==> src/rtl/counter_seq_ctrl.sv <==
// counter_seq_ctrl: sequencing controller for an N-bit up-counter.
// Owns the count register and provides start/pause/resume/abort control,
// a programmable terminal count, one-shot or periodic operation and
// terminal-count/done signalling.
// Optional build macro COUNTER_SEQ_PRESCALE_EN adds a ps_div port and a
// psBits prescaler that slows the count rate to one tick per (ps_div+1)
// RUN cycles. Without the macro the counter ticks on every RUN cycle.
module counter_seq_ctrl #(
  parameter int nBits  = 16,
  parameter int psBits = 8
) (
  input  logic             clk,
  input  logic             rst,
  input  logic             start,
  input  logic             stop,
  input  logic             periodic,
`ifdef COUNTER_SEQ_PRESCALE_EN
  input  logic [psBits-1:0] ps_div,
`endif
  input  logic [nBits-1:0] limit,
  output logic [nBits-1:0] count,
  output logic             cnt_en,
  output logic             tc,
  output logic             busy,
  output logic             done
);

  typedef enum logic [1:0] {
    IDLE  = 2'd0,
    RUN   = 2'd1,
    PAUSE = 2'd2,
    DONE  = 2'd3
  } state_t;

  state_t           state_q;
  state_t           state_d;
  logic [nBits-1:0] limit_q;
  logic             periodic_q;
  logic             tick;
  logic             adv;
  logic             terminal;
  logic             launch;

  // A fresh run is launched only from IDLE/DONE, and stop vetoes it.
  assign launch = ((state_q == IDLE) || (state_q == DONE)) && start && !stop;

`ifdef COUNTER_SEQ_PRESCALE_EN
  logic [psBits-1:0] ps_q;

  assign tick = (ps_q == ps_div);

  // Prescaler: free-runs only while RUN (and not being paused this cycle),
  // reloading to zero on each tick; cleared on launch and on abort.
  always_ff @(posedge clk or negedge rst) begin
    if (!rst) begin
      ps_q <= '0;
    end else if (launch) begin
      ps_q <= '0;
    end else if (state_q == RUN && !stop) begin
      if (tick) ps_q <= '0;
      else      ps_q <= ps_q + 1'b1;
    end else if (state_q == PAUSE && stop) begin
      ps_q <= '0;
    end
  end
`else
  // No prescaler: every RUN cycle is a tick (psBits has no effect here).
  assign tick = (psBits > 0) | 1'b1;
`endif

  assign cnt_en   = (state_q == RUN) & tick;
  // stop in RUN freezes the count even when a tick is due.
  assign adv      = cnt_en & ~stop;
  // Exact-width compare, so limit = all-ones wraps cleanly with no overflow.
  assign terminal = adv & (count == limit_q);

  assign busy = (state_q == RUN) || (state_q == PAUSE);
  assign done = (state_q == DONE);

  // State register.
  always_ff @(posedge clk or negedge rst) begin
    if (!rst) state_q <= IDLE;
    else      state_q <= state_d;
  end

  // Next-state logic; stop takes priority over start in every state.
  always_comb begin
    state_d = state_q;
    case (state_q)
      IDLE, DONE: begin
        if (launch) state_d = RUN;
      end
      RUN: begin
        if (stop)                         state_d = PAUSE;
        else if (terminal && !periodic_q) state_d = DONE;
      end
      PAUSE: begin
        if (stop)       state_d = IDLE;
        else if (start) state_d = RUN;
      end
      default: state_d = IDLE;
    endcase
  end

  // Run configuration: limit and mode are captured only on a fresh launch,
  // so resume from PAUSE keeps the original settings.
  always_ff @(posedge clk or negedge rst) begin
    if (!rst) begin
      limit_q    <= '0;
      periodic_q <= 1'b0;
    end else if (launch) begin
      limit_q    <= limit;
      periodic_q <= periodic;
    end
  end

  // Count register: cleared on launch, terminal count and abort.
  always_ff @(posedge clk or negedge rst) begin
    if (!rst) begin
      count <= '0;
    end else if (launch) begin
      count <= '0;
    end else if (terminal) begin
      count <= '0;
    end else if (adv) begin
      count <= count + 1'b1;
    end else if (state_q == PAUSE && stop) begin
      count <= '0;
    end
  end

  // Terminal-count pulse, registered so it is high for exactly one cycle.
  always_ff @(posedge clk or negedge rst) begin
    if (!rst) tc <= 1'b0;
    else      tc <= terminal;
  end

endmodule

==> config.mk <==
export PLATFORM = sky130hd
export DESIGN_NAME = counter_seq_ctrl
export DESIGN_NICKNAME = d
export VERILOG_FILES = /design/src/rtl/counter_seq_ctrl.sv
export SDC_FILE = /design/constraint.sdc
export NUM_CORES = 1
export LEC_CHECK = 0
export ABC_AREA = 1
export BUFFER_PORTS_ARGS = -buffer_cell sky130_fd_sc_hd__buf_4
export CAP_MARGIN = 40
export CORE_MARGIN = 5
export CORE_UTILIZATION = 60
export DETAILED_ROUTE_END_ITERATION = 8
export GPL_ROUTABILITY_DRIVEN = 0
export PLACE_DENSITY = 0.89
export SLEW_MARGIN = 20
export SYNTH_ARGS = -nofsm -noshare
export SYNTH_HDL_FRONTEND = slang
export SYNTH_SLANG_ARGS = --single-unit
==> constraint.sdc <==
create_clock -name clk -period 2.35 [get_ports clk]
set_input_delay 0.47 -clock clk [delete_from_list [all_inputs] [get_ports clk]]
set_output_delay 0.47 -clock clk [all_outputs]
set_load 0.01 [all_outputs]
==> flow_summary.ini <==
[timing]
max_slew_margin = 0.644
tns_ps = 0
clock_skew_ps = 10.7
worst_pin_slew_ps = 534
rsz0062_at_grt = no
fmax_ghz = 0.545
fin_crit_sh = 0.780
setup_viol_count_final = 0
slew_viol_final = 0
fin_crit_ps = 1830
hold_viol = 0

[status]
status = complete, no violations

[setup_path]
crit_fanout = 5
cp_slowest_cell = dfrtp_1
startpoint_type = flip-flop
r2r-start = state_q[0]$_DFFE_PN0P_
worstPathBufferInverterCount = 3
startpoint = state_q[0]$_DFFE_PN0P_
crit_type = reg2out
crit_chain = inv_1 > ha_1 > inv_1 > buf_4
arrival_ps = 1360
cp_common_cell = inv_1
cp_top_family = flip-flops
worst_setup_path_end_kind = output port
max_stage_delay_ps = 440
rrSetupSlack_ps = 520
worstPathRequired_ps = 1880

[cts]
post_cts_buffers = 0
cts_sinks = 36
cts_max_level = 2
cts_tree = yes
clk_pin_slew_ps = 80
cts_inserted_buffers = 5
cts_buffer_depth = 2
cts.hold.buffers_added = 0
cts_root_buffer = clkbuf_8
ctsResizeCount = 0
insertion_delay_ps = 300

[detailed_routing]
dr_total_vias = 2306
drtIter0Drc = 154
drt_first_pass_iters = 5
drc = 0
wirelength_um = 5930
vias_per_cell = 5.36
avgRoutedWirePerCell_um = 13.8
ant_nets = 0

[pwr]
finalPower_mw = 2.63
switching_power_mw = 1.09
p_comb_frac = 0.435
pwr-share-clk = 0.207
p_int_mw = 1.53
peakVddDrop_mv = 0.610
p_leak_nw = 1.53
p_sw_frac = 0.416
power.density_nw_per_um2 = 945
sequentialPowerShare = 0.358

[grt]
grtUsageMet2 = 0.383
grt_pass1_vias = 2195
antenna_found_initial = 0
grt_util_met1 = 0.322
grt_pass1_wl_um = 9920
grt_start_max_net_pins = 37
gr-total-overflow = 0
grt_util_all_layers = 0.243
busiest_layer = met2
grt_use_met3 = 0.0540

[floorplan]
row_count = 22
die_h_um = 72.2
die-area_um2 = 5220
fp.dieW_um = 72.2
initial_core_util = 0.625
coreArea_um2 = 3720
io_pins = 41

[synthesis]
synthCells = 338
ys_warn_count = 0
synth_area_um2 = 2320
yosys-top-cells-count = nand2_1 (131), inv_1 (45), dfrtp_1 (36)
ys_ff_latch = 36
seq_area_frac_synth = 0.388
syn_nets = 364
syn_avg_cell_area_um2 = 6.87
yosys.cell_types.count = 25
synth.area.top_cells = dfrtp_1 (39%), nand2_1 (21%), inv_1 (7.3%), xor2_1 (5.3%), nand4_1 (4.6%)
synth.most_common_cell = nand2_1
synth_top_area_share = 0.388
synth_edf_count = 0
yosysTopAreaCell = dfrtp_1
synthFlopType = dfrtp_1
async_reset_ff_frac = 1.00

[place]
dpl.cell_count = 422
place_hpwl_um = 4410
numPortBuffers = 40

[hold_path]
hold_path.class = in2async

[finish]
diodes = 0
syn2layout_area_growth_pct = 19.7
final_cells = 430
drive_gt1_frac = 0.168
final_nets = 407

[flow_run]
drv_cap = 0
[sequential cells by signal, summed over array words and instances (netlist names)]
name / count
count: 16
limit_q: 16
periodic_q: 1
state_q: 2
tc: 1
[logic make-up after synthesis]
group | share of synthesized area
AOI/OAI and AO/OA | 0.0442
xor gates and xnor gates | 0.0603
adders and majority gates | 0.0269
buffers and inverters | 0.0953
DFF | 0.388
and+or+nand+nor | 0.386
[worst reg2reg max path: stages (launching register included)]
cell	delay (ps)
dfrtp_1	440
inv_1	70
ha_1	310
nand2_1	80
nor2_2	170
buf_4	210
inv_1	200
nand4_1	190
nand2_1	70
[power groups by stage]
stage	clock, mW	combinational [mW]	sequential [mW]
4_1_cts	0.545	1.13	0.939
3_5_place_dp	0	1.13	0.943
2_1_floorplan	0	0.824	0.910
5_1_grt	0.574	1.29	0.959
3_3_place_gp	0	1.10	0.936
6_report	0.544	1.14	0.941
[metal layers]
layer | wire length, um | vias up
li1 | - | 1135
met1 | 2510 | 1051
met2 | 2760 | 102
met3 | 509 | 18
met4 | 151 | 0
met5 | 0 | -
[worst paths after layout]
kind	endpoint	cells after the start
min in group clk	limit_q[0]$_DFFE_PN0N_	3
hold reg to reg	periodic_q$_DFFE_PN0N_	2
hold / removal	count[10]$_DFFE_PN0P_	1
setup / recovery	busy	4
max in group asynchronous	limit_q[1]$_DFFE_PN0N_	1
setup reg to reg	count[3]$_DFFE_PN0P_	8
[stage by stage]
stage	area [um^2]	setup slack, ps	util	hold slack (ps)
5_1_grt	2780	373	0.748	157
6_report	2780	516	0.748	124
2_1_floorplan	2320	717	-	174
3_3_place_gp	2670	670	0.719	452
3_5_place_dp	2670	553	0.719	453
4_1_cts	2780	532	0.748	139
[cell usage in the layout (no fill, tap or decap), drive strengths merged]
master	instances
ha	5
o21ai	13
inv	48
dfrtp	36
a211oi	1
nor2	32
a22oi	1
buf	44
and2	2
xor2	14
bufinv	1
nor3	4
a21oi	2
nand3b	1
nand2	133
nand4	17
nand3	19
clkbuf	6
clkinv	1
xnor2	2
[layout make-up]
class	instances	area, um^2
timing repair buffer	44	330
multi-input combinational	246	1200
fill	293	936
inverter	48	180
clock inverter	2	35.0
sequential	36	901
clock buffer	6	72.6
tap	48	60.1
Power figures use the tool's default switching activity.
